<file path="src/rtl/exception_ctrl.sv">
// MEM-stage exception arbiter: prioritises interrupts and exception flags,
// latches the winner and presents one flush/redirect pulse to CP0 and fetch.
module exception_ctrl #(
   parameter logic [31:0] EXC_VECTOR = 32'hBFC00380
) (
   input  logic        clk,
   input  logic        rst,
   input  logic        i_cache_stall,
   input  logic        mem_valid,
   input  logic [31:0] mem_pc,
   input  logic        mem_in_delayslot,
   input  logic [7:0]  mem_exc_flags,
   input  logic [31:0] mem_data_addr,
   input  logic [31:0] cp0_status,
   input  logic [31:0] cp0_cause,
   input  logic [31:0] cp0_epc,
   input  logic        wb_cp0_we,
   input  logic [4:0]  wb_cp0_waddr,
   input  logic [31:0] wb_cp0_wdata,
   output logic [31:0] excepttype_o,
   output logic [31:0] current_inst_addr_o,
   output logic        is_in_delayslot_o,
   output logic [31:0] bad_addr_o,
   output logic        flush_o,
   output logic [31:0] new_pc_o
);

   typedef enum logic [1:0] {S_IDLE, S_COMMIT, S_DRAIN} state_t;

   // Software-writable Cause bits: IP[1:0], IV, WP.
   localparam logic [31:0] CAUSE_WMASK = 32'h00C0_0300;

   state_t      state_q, state_d;
   logic [31:0] type_q, type_d;
   logic [31:0] pc_q, pc_d;
   logic        ds_q, ds_d;
   logic [31:0] bad_q, bad_d;
   logic [31:0] target_q, target_d;

   logic [31:0] status_fwd, cause_fwd, epc_fwd;
   logic        int_pending;
   logic        exc_hit;
   logic [31:0] exc_code, exc_bad;

   always_comb begin
      status_fwd = cp0_status;
      cause_fwd  = cp0_cause;
      epc_fwd    = cp0_epc;
      if (wb_cp0_we) begin
         if (wb_cp0_waddr == 5'd12) status_fwd = wb_cp0_wdata;
         if (wb_cp0_waddr == 5'd13) cause_fwd  = (cp0_cause & ~CAUSE_WMASK) | (wb_cp0_wdata & CAUSE_WMASK);
         if (wb_cp0_waddr == 5'd14) epc_fwd    = wb_cp0_wdata;
      end
   end

   assign int_pending = status_fwd[0] & ~status_fwd[1] & (|(cause_fwd[15:8] & status_fwd[15:8]));

   always_comb begin
      exc_hit  = 1'b1;
      exc_code = '0;
      exc_bad  = '0;
      if (int_pending)               exc_code = 32'h01;
      else if (mem_exc_flags[0]) begin
         exc_code = 32'h04;
         exc_bad  = mem_pc;
      end
      else if (mem_exc_flags[1])     exc_code = 32'h0a;
      else if (mem_exc_flags[2])     exc_code = 32'h0c;
      else if (mem_exc_flags[3])     exc_code = 32'h08;
      else if (mem_exc_flags[4])     exc_code = 32'h09;
      else if (mem_exc_flags[5])     exc_code = 32'h0e;
      else if (mem_exc_flags[6]) begin
         exc_code = 32'h04;
         exc_bad  = mem_data_addr;
      end
      else if (mem_exc_flags[7]) begin
         exc_code = 32'h05;
         exc_bad  = mem_data_addr;
      end
      else                           exc_hit  = 1'b0;
   end

   always_comb begin
      state_d  = state_q;
      type_d   = type_q;
      pc_d     = pc_q;
      ds_d     = ds_q;
      bad_d    = bad_q;
      target_d = target_q;
      if (!i_cache_stall) begin
         unique case (state_q)
            S_IDLE: begin
               if (mem_valid && exc_hit) begin
                  state_d  = S_COMMIT;
                  type_d   = exc_code;
                  pc_d     = mem_pc;
                  ds_d     = mem_in_delayslot;
                  bad_d    = exc_bad;
                  target_d = (exc_code == 32'h0e) ? epc_fwd : EXC_VECTOR;
               end
            end
            S_COMMIT: state_d = S_DRAIN;
            S_DRAIN:  state_d = S_IDLE;
            default:  state_d = S_IDLE;
         endcase
      end
   end

   always_ff @(posedge clk or negedge rst) begin
      if (!rst) begin
         state_q  <= S_IDLE;
         type_q   <= '0;
         pc_q     <= '0;
         ds_q     <= 1'b0;
         bad_q    <= '0;
         target_q <= '0;
      end else begin
         state_q  <= state_d;
         type_q   <= type_d;
         pc_q     <= pc_d;
         ds_q     <= ds_d;
         bad_q    <= bad_d;
         target_q <= target_d;
      end
   end

   // Outputs decode purely from registered state, so reset clears them without a clock.
   always_comb begin
      excepttype_o        = '0;
      current_inst_addr_o = '0;
      is_in_delayslot_o   = 1'b0;
      bad_addr_o          = '0;
      flush_o             = 1'b0;
      new_pc_o            = '0;
      if (state_q == S_COMMIT) begin
         excepttype_o        = type_q;
         current_inst_addr_o = pc_q;
         is_in_delayslot_o   = ds_q;
         bad_addr_o          = bad_q;
         flush_o             = 1'b1;
         new_pc_o            = target_q;
      end
   end

endmodule

</file>
<file path="config.mk">
export PLATFORM = sky130hd
export DESIGN_NAME = exception_ctrl
export DESIGN_NICKNAME = d
export VERILOG_FILES = /design/src/rtl/exception_ctrl.sv
export SDC_FILE = /design/constraint.sdc
export NUM_CORES = 1
export LEC_CHECK = 0
export BUFFER_PORTS_ARGS = -buffer_cell sky130_fd_sc_hd__buf_2
export CAP_MARGIN = 20
export CORE_AREA = 3 3 132 134
export CTS_BUF_LIST = sky130_fd_sc_hd__clkbuf_16
export CTS_CLUSTER_SIZE = 30
export DETAILED_ROUTE_END_ITERATION = 6
export DIE_AREA = 0 0 135 137
export PLACE_DENSITY = 0.81
export SLEW_MARGIN = 25
export SYNTH_ARGS = -nofsm -noshare
export SYNTH_HDL_FRONTEND = slang
export SYNTH_SLANG_ARGS = --single-unit
</file>
<file path="constraint.sdc">
create_clock -name clk -period 3.15 [get_ports clk]
set_input_delay 0 -clock clk [delete_from_list [all_inputs] [get_ports clk]]
set_output_delay 0 -clock clk [all_outputs]
set_load 0.005 [all_outputs]
</file>
* Yosys cells after proc, flatten, opt, wreduce, memory -nomap -nowiden
Cells that the tools add are included.
** Word-level totals
- Flip-flop bits (word level) :: 131
- Bits of input ports :: 211
- Output and inout bits :: 130
- Logic and storage cells :: 65
** Cells by class
- Eq/ne operators :: 6
- Muxes and demuxes :: 42
- Bitwise logic cells :: 6
- Reductions and logical operators :: 5
** Operators with widths (number)
- two-way mux 32 bit :: 16
- two-way mux 16 bit :: 4
- == test 32 x 4 -> 1 bit, second input constant :: 1
- two-way mux 4 bit :: 7
- OR 16 x 10 -> 16 bit :: 1
- == test 5 x 4 -> 1 bit, second input constant :: 3
- two-way mux 1 bit :: 11
- AND 8 bit :: 1
- OR reduction 8 bit :: 1
- two-way mux 3 bit :: 2
- one-hot mux 2 bit (2 select lines) :: 1
- AND reduction 3 bit :: 1
- AND 1 bit :: 2
- == test 2 x 1 -> 1 bit, second input constant :: 1
- logical NOT 2 bit :: 1
- two-way mux 2 bit :: 1
- inequality test 2 bit, second input constant :: 1
- NOT 1 bit :: 2
- AND reduction 2 bit :: 1
- logical AND 1 bit :: 1

* Logic depth before layout (Yosys ltp)
Gate-level depths: netlist of run 1.
- Depth in word-level cells :: 12
- Gate-level depth with buffers :: 10
- Mapped depth without buffers :: 7

* Least setup slack after synthesis of run 1
Ideal clock, no wire load.
- Kind :: in2reg
- Start :: input port wb_cp0_waddr[0]
- End :: register type_q[3]
- Arrival time :: 2.088 ns
- Data required time :: 3.074 ns
- Slack :: 0.987 ns
- Stages :: 10
- Path buffers :: 3
- Cells stage by stage :: nand4b_4 > nor3_4 > mux2_2 > a2111oi_4 > and4_1 > buf_4 > or2_1 > buf_6 > buf_6 > o2bb2ai_2
** On the way
- Longest elaborated chain between the ends :: 9
** RTL lines
- start: declaration :: line 18 : input logic [4:0] wb_cp0_waddr,
- == test 5 x 4 -> 1 bit (on tied branches) :: line 51, 50
- two-way mux 16 bit (on tied branches) :: line 51, 50
- two-way mux 16 bit :: line 49 : if (wb_cp0_we) begin
- AND 8 bit or NOT 1 bit (tied branches) :: line 56 : assign int_pending = status_fwd[0] & ~status_fwd[1] & (|(cause_fwd[15:8] & status_fwd[15:8]));
- OR reduction 8 bit or AND 1 bit (tied branches) :: line 56
- AND 1 bit (*) :: line 56
- two-way mux 1 bit :: line 62 : if (int_pending) exc_code = 32'h01;
- logical AND 1 bit :: line 93 : if (mem_valid && exc_hit) begin
- AND reduction 3 bit (no source line)
- end signal: assignment :: line 119 : type_q <= type_d;
- end: declaration :: line 34 : logic [31:0] type_q, type_d;
Every way passes the cells marked *; elsewhere a longest branch is shown, timed or not.
A chain may end at the register's enable or synchronous reset.

* Worst setup path after layout of run 1
- Start :: input port wb_cp0_waddr[0]
- End :: register target_q[31]
** On the way
- Longest elaborated chain between the ends :: 9
** RTL lines
- == test 5 x 4 -> 1 bit (on tied branches) :: line 51, 50
- two-way mux 16 bit (on tied branches) :: line 51, 50
- two-way mux 16 bit :: line 49
- AND 8 bit or NOT 1 bit (tied branches) :: line 56
- OR reduction 8 bit or AND 1 bit (tied branches) :: line 56
- AND 1 bit :: line 56
- two-way mux 4 bit or two-way mux 1 bit (tied branches) :: line 62
- == test 32 x 4 -> 1 bit or logical AND 1 bit (tied branches) :: line 99, 93
- two-way mux 32 bit or AND reduction 3 bit (tied branches)
- end signal: assignment :: line 123 : target_q <= target_d;
- end: declaration :: line 38 : logic [31:0] target_q, target_d;
Several ways; a longest one is shown, not always the timed one.

==> results of run 1 <==
-- worst max path at each step --
stage,cells past startpoint,end,slack (ns),startpoint
2_1_floorplan,10,type_q[3]$_DFFE_PN0P_,0.99,wb_cp0_waddr[0]
3_3_place_gp,9,target_q[26]$_DFFE_PN0P_,0.26,wb_cp0_waddr[0]
3_5_place_dp,9,target_q[29]$_DFFE_PN0P_,0.17,wb_cp0_waddr[0]
4_1_cts,5,pc_q[9]$_DFFE_PN0P_,0.33,state_q[0]$_DFFE_PN0P_
5_1_grt,9,target_q[23]$_DFFE_PN0P_,0.37,wb_cp0_waddr[0]
6_report,9,target_q[31]$_DFFE_PN0P_,0.50,wb_cp0_waddr[0]
-- cell usage after synthesis, drive strengths merged (12+ instances only) --
cell type / number / area [sq um]
o2bb2ai: 54 / 780
dfrtp: 103 / 2580
nand2: 12 / 45.0
nor2: 13 / 48.8
and2: 102 / 638
mux2i: 24 / 240
o22a: 13 / 114
mux2: 18 / 203
a22oi: 33 / 248
clkbuf: 28 / 105
buf: 49 / 355
a221o: 33 / 330
a22o: 33 / 289
-- worst max-delay path, cell delays in order --
cell and delay [ns]:
buf_2 0.11, nand4b_4 0.21, nor3_4 0.31, mux2_2 0.40, a2111oi_4 0.50, and4_1 0.28, buf_4 0.38, nor2_1 0.33
o22a_1 0.30
-- metrics by stage --
stage,area [sq um],total power [W]
floorplan,6370,0.00263
global placement,7720,0.00307
detailed placement,7720,0.00311
CTS,9260,0.00435
global route,9280,0.00459
finish,9280,0.00436
-- sequential cells by signal (all words and copies together), names as in the netlist --
signal    count
bad_q        32
type_q        4
target_q     32
state_q       2
pc_q         32
ds_q          1
-- repair_timing --
item / 4_1_cts / 5_1_grt
hold buffers: 125 / 0
setup buffers: 0 / 0
endpoints found under the hold margin: 174 / 0
-- cell usage in the layout, fill, tap and decap left out, types with 2 or more instances in the layout --
cell	Yosys	final
a221o_1	33	33
a22o_1	33	33
a22oi_1	33	33
and2_1	102	102
and4_1	2	2
buf_12	0	2
buf_2	14	265
buf_4	29	17
buf_6	6	2
clkbuf_16	0	9
conb_1	1	28
dfrtp_1	103	103
dlygate4sd3_1	0	125
mux2_2	18	18
mux2i_1	24	24
nand2_1	12	12
nor2_1	13	12
nor2b_1	4	3
nor3_1	3	3
nor4b_1	2	2
o21ai_0	3	3
o22a_1	13	13
o2bb2ai_1	5	5
o2bb2ai_2	49	49
-- area by class of cell --
| class | instances | share of cell area |
|---|---|---|
| clock buffer | 9 | 0.0243 |
| multi-input combinational | 396 | 0.363 |
| tap | 220 | 0.0297 |
| sequential | 103 | 0.278 |
| clock inverter | 6 | 0.00674 |
| antenna | 1 | 0.000270 |
| timing repair buffer | 411 | 0.298 |
-- power by group --
part	switching [W]	total, W	internal [W]
combinational	0.000609	0.00141	0.000798
sequential	0.000224	0.00184	0.00162
clock	0.000495	0.00111	0.000611
total	0.00133	0.00436	0.00303
-- cell families (layout without fill, tap and decap cells) --
group	after synthesis	in the layout	synth area share
AOI/OAI and AO/OA	178	178	0.300
and+or+nand+nor	148	148	0.144
DFF	103	103	0.411
buffers and inverters	77	426	0.0735
muxes	42	42	0.0707
other	1	29	0.000598
-- layer usage --
layer / routed length, um / vias up / track usage
met2: 11100 / 317 / 0.398
met4: 939 / 2 / 0.127
met1: 8980 / 3026 / 0.285
li1: - / 2769 / -
met5: 8 / - / 0
met3: 1300 / 83 / 0.0415
==> metrics, run 1 <==
R2R cell count 6; final WL 22300 um; final net count approximately 1100; via count between 6000 and 7000; core area ~16000 sq um; total grt overflow 0; row count 47; io pins between 300 and 400; Min-Delay Endpoint bad_q[24]$_DFFE_PN0P_; fmax ~380 MHz; DIE AREA roughly 18000 sq um; HPWL Detailed approximately 14000 um; fin util 0.566; Final WS setup roughly 0.5 ns; VDD IR max approximately 0.25 mV; share of layout cells above drive strength 1 0.410; DP Worst Slack between 0.15 and 0.2 ns; CP endpoint kind flop; R2R Setup Slk 0.73 ns; Fin Hold WS ~0.011 ns; top_reg_cell synth dfrtp_1; Final Hold Viols 0; Leak Pwr between 4 and 5 nW; CTS tree built; Post-DRT Antenna Nets 0; Avg Inst Size Synth ~11 sq um; post-cts repair resize count 0; DRC 0; Seq. cell area 2580 sq um; reg2reg end pc_q[9]$_DFFE_PN0P_; post-synth cell types 41; MaxCap Viol Count 0; worst skew pair latency around 0.35 ns; fillers about 1300; EDFF count, synth 0; final cell count without fillers around 1100; relative slew slack 0.380; routed len/inst approximately 20 um; Placer Congestion 0.854; RSZ-0062 raised after global routing false; Worst EP required 3.38 ns; Setup TNS 0 ns; fraction of registers with async set/reset 1.00; vias in the first global route between 6000 and 7000; hold path start mem_data_addr[24]; GRT Total Usage 0.235; Synth warnings 0; Pwr Density around 470 nW/um^2; Data arrival, critical path roughly 2.9 ns; Min-Delay Path Class in -> reg; Crit Path Max Fanout 35; Seq/Total Area, Yosys 0.411; Final period util 0.841; initial antenna violation count 2; H-tree Lvls 3; Die Y-Extent ~140 um; first-pass GRT wire length ~34000 um; Crit Path Category in -> reg; Syn-to-layout area delta 48.1%; cell total after placement 1004; Clock Path Buffers 2; crit path launch type input port; clk_skew roughly 0.010 ns; final setup violation count 0; post-route minimum period ~2.6 ns; Syn Std Cell Area between 6000 and 7000 sq um; largest net degree at the start of global routing 79; register bit count reported by yosys 103; multi-input logic area ~3400 sq um; Worst-path clk slew about 0.07 ns; initial drt markers ~460; status finished, final reports clean; port bufs between 200 and 300; Die Wd 135 um; Post-Syn Instances around 550; Initial Utilization 0.382; Num CTS Buffers 9; root buf cell clkbuf_16; clk sinks 103; DR pass1 iterations 5; max-slew violations 0; pin slew with the least headroom to its limit 0.926 ns; worst hold path depth 3; r2r startpoint state_q[0]$_DFFE_PN0P_; vias per cell 5.41
Power figures use the tool's default switching activity.
==> run 2: changes to the inputs <==
--- a/config.mk
+++ b/config.mk
@@ -7,12 +7,13 @@
 export LEC_CHECK = 0
 export BUFFER_PORTS_ARGS = -buffer_cell sky130_fd_sc_hd__buf_2
 export CAP_MARGIN = 20
-export CORE_AREA = 3 3 132 134
+export CORE_ASPECT_RATIO = 0.75
+export CORE_MARGIN = 3
+export CORE_UTILIZATION = 41
 export CTS_BUF_LIST = sky130_fd_sc_hd__clkbuf_16
 export CTS_CLUSTER_SIZE = 30
 export DETAILED_ROUTE_END_ITERATION = 6
-export DIE_AREA = 0 0 135 137
-export PLACE_DENSITY = 0.81
+export PLACE_DENSITY = 0.88
 export SLEW_MARGIN = 25
 export SYNTH_ARGS = -nofsm -noshare
 export SYNTH_HDL_FRONTEND = slang
==> constraint.sdc (replaced) <==
create_clock -name clk -period 2.37 [get_ports clk]
set_input_delay 0 -clock clk [delete_from_list [all_inputs] [get_ports clk]]
set_output_delay 0 -clock clk [all_outputs]
set_load 0.005 [all_outputs]
==> metrics, run 2 (synthesis results as in run 1) <==
Clk pwr share 0.254 (about the same); Placer Congestion 0.872 (+2.1%); pin slew with the least headroom to its limit 0.918 ns (-0.00771 ns); register share of total power 0.425 (+0.002); routed wl met2 10600 um (-4.6%); Die Y-Extent 113 um (-17%); CP Cell Sequence buf_2 > nand4b_4 > nor3_4 > buf_4 > mux2i_1 > a2111oi_4 > and4_1 > nor2_1 > o22a_1; fillers 1082 (-16%); multi-input logic area 3370 sq um (unchanged); DR top layer met4; first-pass GRT wire length 33500 um (-2.0%); Data arrival, critical path 2.36 ns (-0.51 ns); Die Wd 149 um (+10%); H-tree Lvls 3 (unchanged); Initial Utilization 0.427 (+0.0446); Crit Path Category in -> reg; R2R cell count 5 (-1); largest net degree at the start of global routing 61 (-23%); Worst path slowest cell nor2_1; relative slew slack 0.386 (+0.00516); initial drt markers 384 (-17%); status finished, final reports clean; CTS tree built; Final period util 0.879; switch share 0.305 (+0.000315); Clock Path Buffers 2 (unchanged); fmax around 480 MHz; vias in the first global route 6250 (-3.1%); Placed Area 7860 sq um (+1.8%); post-route minimum period 2.08 ns; crit path launch type input port; Largest regs bad_q (32), pc_q (32), target_q (32); routed len/inst 19.4 um (-0.60%); CP max stage delay 0.72 ns (+0.22 ns); Worst-path clk slew 0.07 ns (about the same); post-cts repair resize count 0 (unchanged); root buf cell clkbuf_16; Fin Hold WS 0.00976 ns (-0.000834 ns); commonest non-fill, non-tap cells in the layout 265 x buf_2, 108 x dlygate4sd3_1, 103 x dfrtp_1; routed length on met1 8970 um (about the same); RSZ-0062 raised after global routing false; final WL 21600 um (-3.1%); Min-Delay Path Class in -> reg; wire length on met3 1650 um (+27%); logic gate share of total power 0.321 (-0.002); Pint 0.00403 W (+33%); Num CTS Buffers 9 (unchanged); Pwr Density 628 nW/um^2 (+34%); Finished Cell Area 9230 sq um (-0.54%); R2R Setup Slk 0.30 ns (-0.43 ns); max-slew violations 0 (unchanged); Seq. cell area 2580 sq um (unchanged); initial antenna violation count 1 (-1); Leak Pwr 4.33 nW (about the same); clk_skew 0.00629 ns (-0.00374 ns); io pins 341 (unchanged); Syn-to-layout area delta 47.3%; CP endpoint kind flop; vias per cell 5.48 (+1.3%); Post-DRT Antenna Nets 0 (unchanged); leading cell type in the layout, fill and taps excluded buf_2; GRT Total Usage 0.249 (+0.0140); via count 6118 (-1.3%); Crit Path Max Fanout 13 (-63%); port bufs 266 (unchanged); worst skew pair latency 0.34 ns (about the same); final setup violation count 0 (unchanged); Sw Pwr 0.00177 W (+33%); DIE AREA 16800 sq um (-9.0%); HPWL Detailed 14100 um (+2.6%); total grt overflow 0 (unchanged); final net count 1124 (-0.71%); Worst EP required 2.65 ns (-0.73 ns); share of layout cells above drive strength 1 0.425 (+0.0149); row count 38 (-19%); Final Hold Viols 0 (unchanged); MaxCap Viol Count 0 (unchanged); core area 14700 sq um (-10%); setup bufs post-CTS 0 (unchanged); DRC 0 (unchanged); worst hold path depth 3 (unchanged); DR pass1 iterations 7 (+2); clk sinks 103 (unchanged); VDD IR max 0.384 mV (+57%)
==> run 2: cell types whose count changed in the layout (fill, tap and decap cells not counted) <==
cell and delta:
buf_4 +4, inv_1 -1, clkinv_1 -1, clkinv_2 +1, dlygate4sd3_1 -17, buf_6 -2
buf_12 +7
==> run 2: per-stage QoR <==
stage / total power [W] / setup WS [ns] / setup TNS, ns / utilization / std cells
after floorplan: 0.00350 / 0.207 / 0 / - / 576
after global placement: 0.00411 / 0.0380 / 0 / 0.535 / 994
after detailed placement: 0.00419 / -0.0430 / -0.597 / 0.535 / 994
after CTS: 0.00581 / 0.254 / 0 / 0.628 / 1116
after global routing: 0.00610 / 0.104 / 0 / 0.628 / 1117
final: 0.00580 / 0.288 / 0 / 0.628 / 1117
==> run 2: layer usage <==
metal	global-route usage	vias up
met5	0	-
met4	0.0713	0
met3	0.0576	36
met2	0.426	314
met1	0.317	3016
li1	-	2752
==> run 2: worst paths after layout <==
check,from,end
worst max-delay path,wb_cp0_waddr[0],target_q[23]$_DFFE_PN0P_
worst min-delay path,cp0_epc[9],target_q[9]$_DFFE_PN0P_
worst max register to register,state_q[1]$_DFFE_PN0P_,target_q[23]$_DFFE_PN0P_
worst min register to register,bad_q[10]$_DFFE_PN0P_,bad_q[10]$_DFFE_PN0P_
max in group asynchronous,rst,target_q[16]$_DFFE_PN0P_
min in group asynchronous,rst,bad_q[27]$_DFFE_PN0P_
==> run 2: repair_timing <==
item | 4_1_cts | 5_1_grt
hold buffers | 108 | 0
hold endpoints to repair | 192 | 0
setup endpoints to repair | 0 | 0
==> run 2: final cells by class <==
class / count / area share
Timing Repair Buffer: 403 / 0.297
Clock inverter: 5 / 0.00651
Tap cell: 200 / 0.0271
Clock buffer: 9 / 0.0244
Sequential cell: 103 / 0.279
Multi-Input combinational cell: 396 / 0.365
Antenna cell: 1 / 0.000271
==> run 2: critical path: cells and delay by family <==
kind | cells | cell delay, ns
and+or+nand+nor | 4 | 1.42
buffers and inverters | 2 | 0.32
muxes | 1 | 0.31
AOI/OAI and AO/OA | 2 | 0.30
==> run 2: power groups by stage <==
stage	combinational, W	sequential (W)	clock, W
after global placement	0.00165	0.00246	0
after floorplan	0.00112	0.00238	0
after detailed placement	0.00171	0.00248	0
after CTS	0.00185	0.00246	0.00151
after global routing	0.00202	0.00251	0.00157
final	0.00186	0.00247	0.00147
==> run 3: changes to the inputs <==
--- a/config.mk
+++ b/config.mk
@@ -13,7 +13,9 @@
 export CTS_BUF_LIST = sky130_fd_sc_hd__clkbuf_16
 export CTS_CLUSTER_SIZE = 30
 export DETAILED_ROUTE_END_ITERATION = 6
+export MAX_ROUTING_LAYER = met4
 export PLACE_DENSITY = 0.88
+export SKIP_LAST_GASP = 1
 export SLEW_MARGIN = 25
 export SYNTH_ARGS = -nofsm -noshare
 export SYNTH_HDL_FRONTEND = slang
==> metrics, run 3 (synthesis results as in run 1) <==
initial antenna violation count 1 (unchanged); port bufs 266 (unchanged); Pwr Density 629 nW/um^2 (+0.12%); DIE AREA 16800 sq um (unchanged); fmax 479 MHz (-0.32%); Placed Area 7860 sq um (unchanged); Final period util 0.881 (+0.00279); Clk pwr share 0.254 (about the same); Die Y-Extent 113 um (unchanged); clk_skew 0.00767 ns (+0.00138 ns); largest net degree at the start of global routing 61 (unchanged); pin slew with the least headroom to its limit 0.916 ns (-0.00248 ns); switch share 0.306 (+0.000834); Worst-path clk slew 0.07 ns (about the same); Pint 0.00403 W (about the same); final setup violation count 0 (unchanged); CP endpoint kind flop; CTS tree built; commonest non-fill, non-tap cells in the layout 265 x buf_2, 108 x dlygate4sd3_1, 103 x dfrtp_1; crit path launch type input port; Leak Pwr 4.33 nW (unchanged); Min-Delay Path Class in -> reg; H-tree Lvls 3 (unchanged); R2R cell count 5 (unchanged); share of layout cells above drive strength 1 0.425 (unchanged); post-route minimum period 2.09 ns (+0.00660 ns); GRT Total Usage 0.256 (+0.00719); hold path start wb_cp0_wdata[7]; VDD IR max 0.386 mV (+0.46%); Min-Delay Endpoint target_q[7]$_DFFE_PN0P_; vias in the first global route 6258 (+0.13%); MaxCap Viol Count 0 (unchanged); DP Worst Slack -0.0430 ns (unchanged); max-slew violations 0 (unchanged); RSZ-0062 raised after global routing false; io pins 341 (unchanged); Seq. cell area 2580 sq um (unchanged); r2r startpoint state_q[1]$_DFFE_PN0P_; status finished, final reports clean; routed len/inst 19.4 um (+0.31%); multi-input logic area 3370 sq um (unchanged); final net count 1124 (unchanged); worst skew pair latency 0.34 ns (about the same); Syn-to-layout area delta 47.3% (unchanged); DR pass1 iterations 5 (-2); Crit Path Max Fanout 33 (+20); logic gate share of total power 0.321 (about the same); vias per cell 5.47 (-0.13%); Clock Path Buffers 2 (unchanged); Largest regs bad_q (32), pc_q (32), target_q (32); R2R Setup Slk 0.29 ns (about the same); Setup TNS 0 ns (unchanged); core area 14700 sq um (unchanged); Sw Pwr 0.00178 W (+0.40%); Final Hold Viols 0 (unchanged); register share of total power 0.425 (about the same); Post-DRT Antenna Nets 0 (unchanged); root buf cell clkbuf_16; first-pass GRT wire length 33500 um (about the same); Power Total 0.00581 W (+0.12%); Finished Cell Area 9230 sq um (unchanged); Placer Congestion 0.887 (+1.6%); fillers 1082 (unchanged); setup bufs post-CTS 0 (unchanged); total grt overflow 0 (unchanged); final WL 21700 um (+0.31%); Crit Path Category in -> reg; reg2reg end target_q[23]$_DFFE_PN0P_; fin util 0.628 (unchanged); HPWL Detailed 14100 um (unchanged); leading cell type in the layout, fill and taps excluded buf_2; Num CTS Buffers 9 (unchanged); Data arrival, critical path 2.30 ns (-0.06 ns); via count 6110 (-0.13%); worst hold path depth 3 (unchanged); DRC 0 (unchanged); Initial Utilization 0.427 (unchanged); relative slew slack 0.387 (+0.00166); clk sinks 103 (unchanged); Die Wd 149 um (unchanged); Final WS setup 0.281 ns (-0.00660 ns); initial drt markers 371 (-3.4%); row count 38 (unchanged); Worst EP required 2.58 ns (-0.07 ns)
-- run 3: stage by stage --
step / hold WS, ns / std cells
after global routing: 0.00465 / 1117
after global placement: -0.125 / 994
after CTS: 0.000219 / 1116
final: 0.0113 / 1117
after floorplan: -0.296 / 576
after detailed placement: -0.122 / 994
-- run 3: worst max-delay path, stage by stage --
cell and delay [ns]:
buf_2 0.13, nand4b_4 0.21, nor3_4 0.27, mux2_2 0.41
a2111oi_4 0.37, buf_4 0.19, a211oi_4 0.06, buf_12 0.18
a22o_1 0.19, a221o_1 0.27
-- run 3: how the worst max path moves through the flow --
stage	startpoint	end	slack, ns	cells past startpoint
final	wb_cp0_waddr[0]	pc_q[18]$_DFFE_PN0P_	0.28	10
after global routing	state_q[1]$_DFFE_PN0P_	target_q[28]$_DFFE_PN0P_	0.10	5
after global placement	wb_cp0_waddr[0]	pc_q[11]$_DFFE_PN0P_	0.04	10
after CTS	state_q[1]$_DFFE_PN0P_	target_q[23]$_DFFE_PN0P_	0.25	5
after detailed placement	wb_cp0_waddr[0]	target_q[23]$_DFFE_PN0P_	-0.04	8
after floorplan	wb_cp0_waddr[0]	type_q[3]$_DFFE_PN0P_	0.21	10
-- run 3: area by class of cell --
| class | count | area share |
|---|---|---|
| diodes | 1 | 0.000271 |
| well taps | 200 | 0.0271 |
| multi-input cells | 396 | 0.365 |
| repair buffers | 403 | 0.297 |
| flip-flops and latches | 103 | 0.279 |
| clock inverters | 5 | 0.00651 |
| clock buffers | 9 | 0.0244 |
-- run 3: power by group through the flow --
stage | logic [W] | clock network, W | registers [W]
floorplan | 0.00112 | 0 | 0.00238
global placement | 0.00165 | 0 | 0.00246
detailed placement | 0.00171 | 0 | 0.00248
CTS | 0.00185 | 0.00151 | 0.00246
global route | 0.00202 | 0.00157 | 0.00251
finish | 0.00186 | 0.00148 | 0.00247
-- run 3: what timing repair did --
action	CTS	global route
endpoints found under the hold margin	192	0
setup endpoints to repair	0	0
resized for setup	0	0
hold buffers	108	0
-- run 3: per-layer routing --
layer / part of all wire / track usage / vias to the layer above
met5: 0 / - / -
met4: 0.021 / 0.0701 / 0
met3: 0.074 / 0.0504 / 44
met2: 0.49 / 0.427 / 313
met1: 0.42 / 0.320 / 2996
li1: - / - / 2757
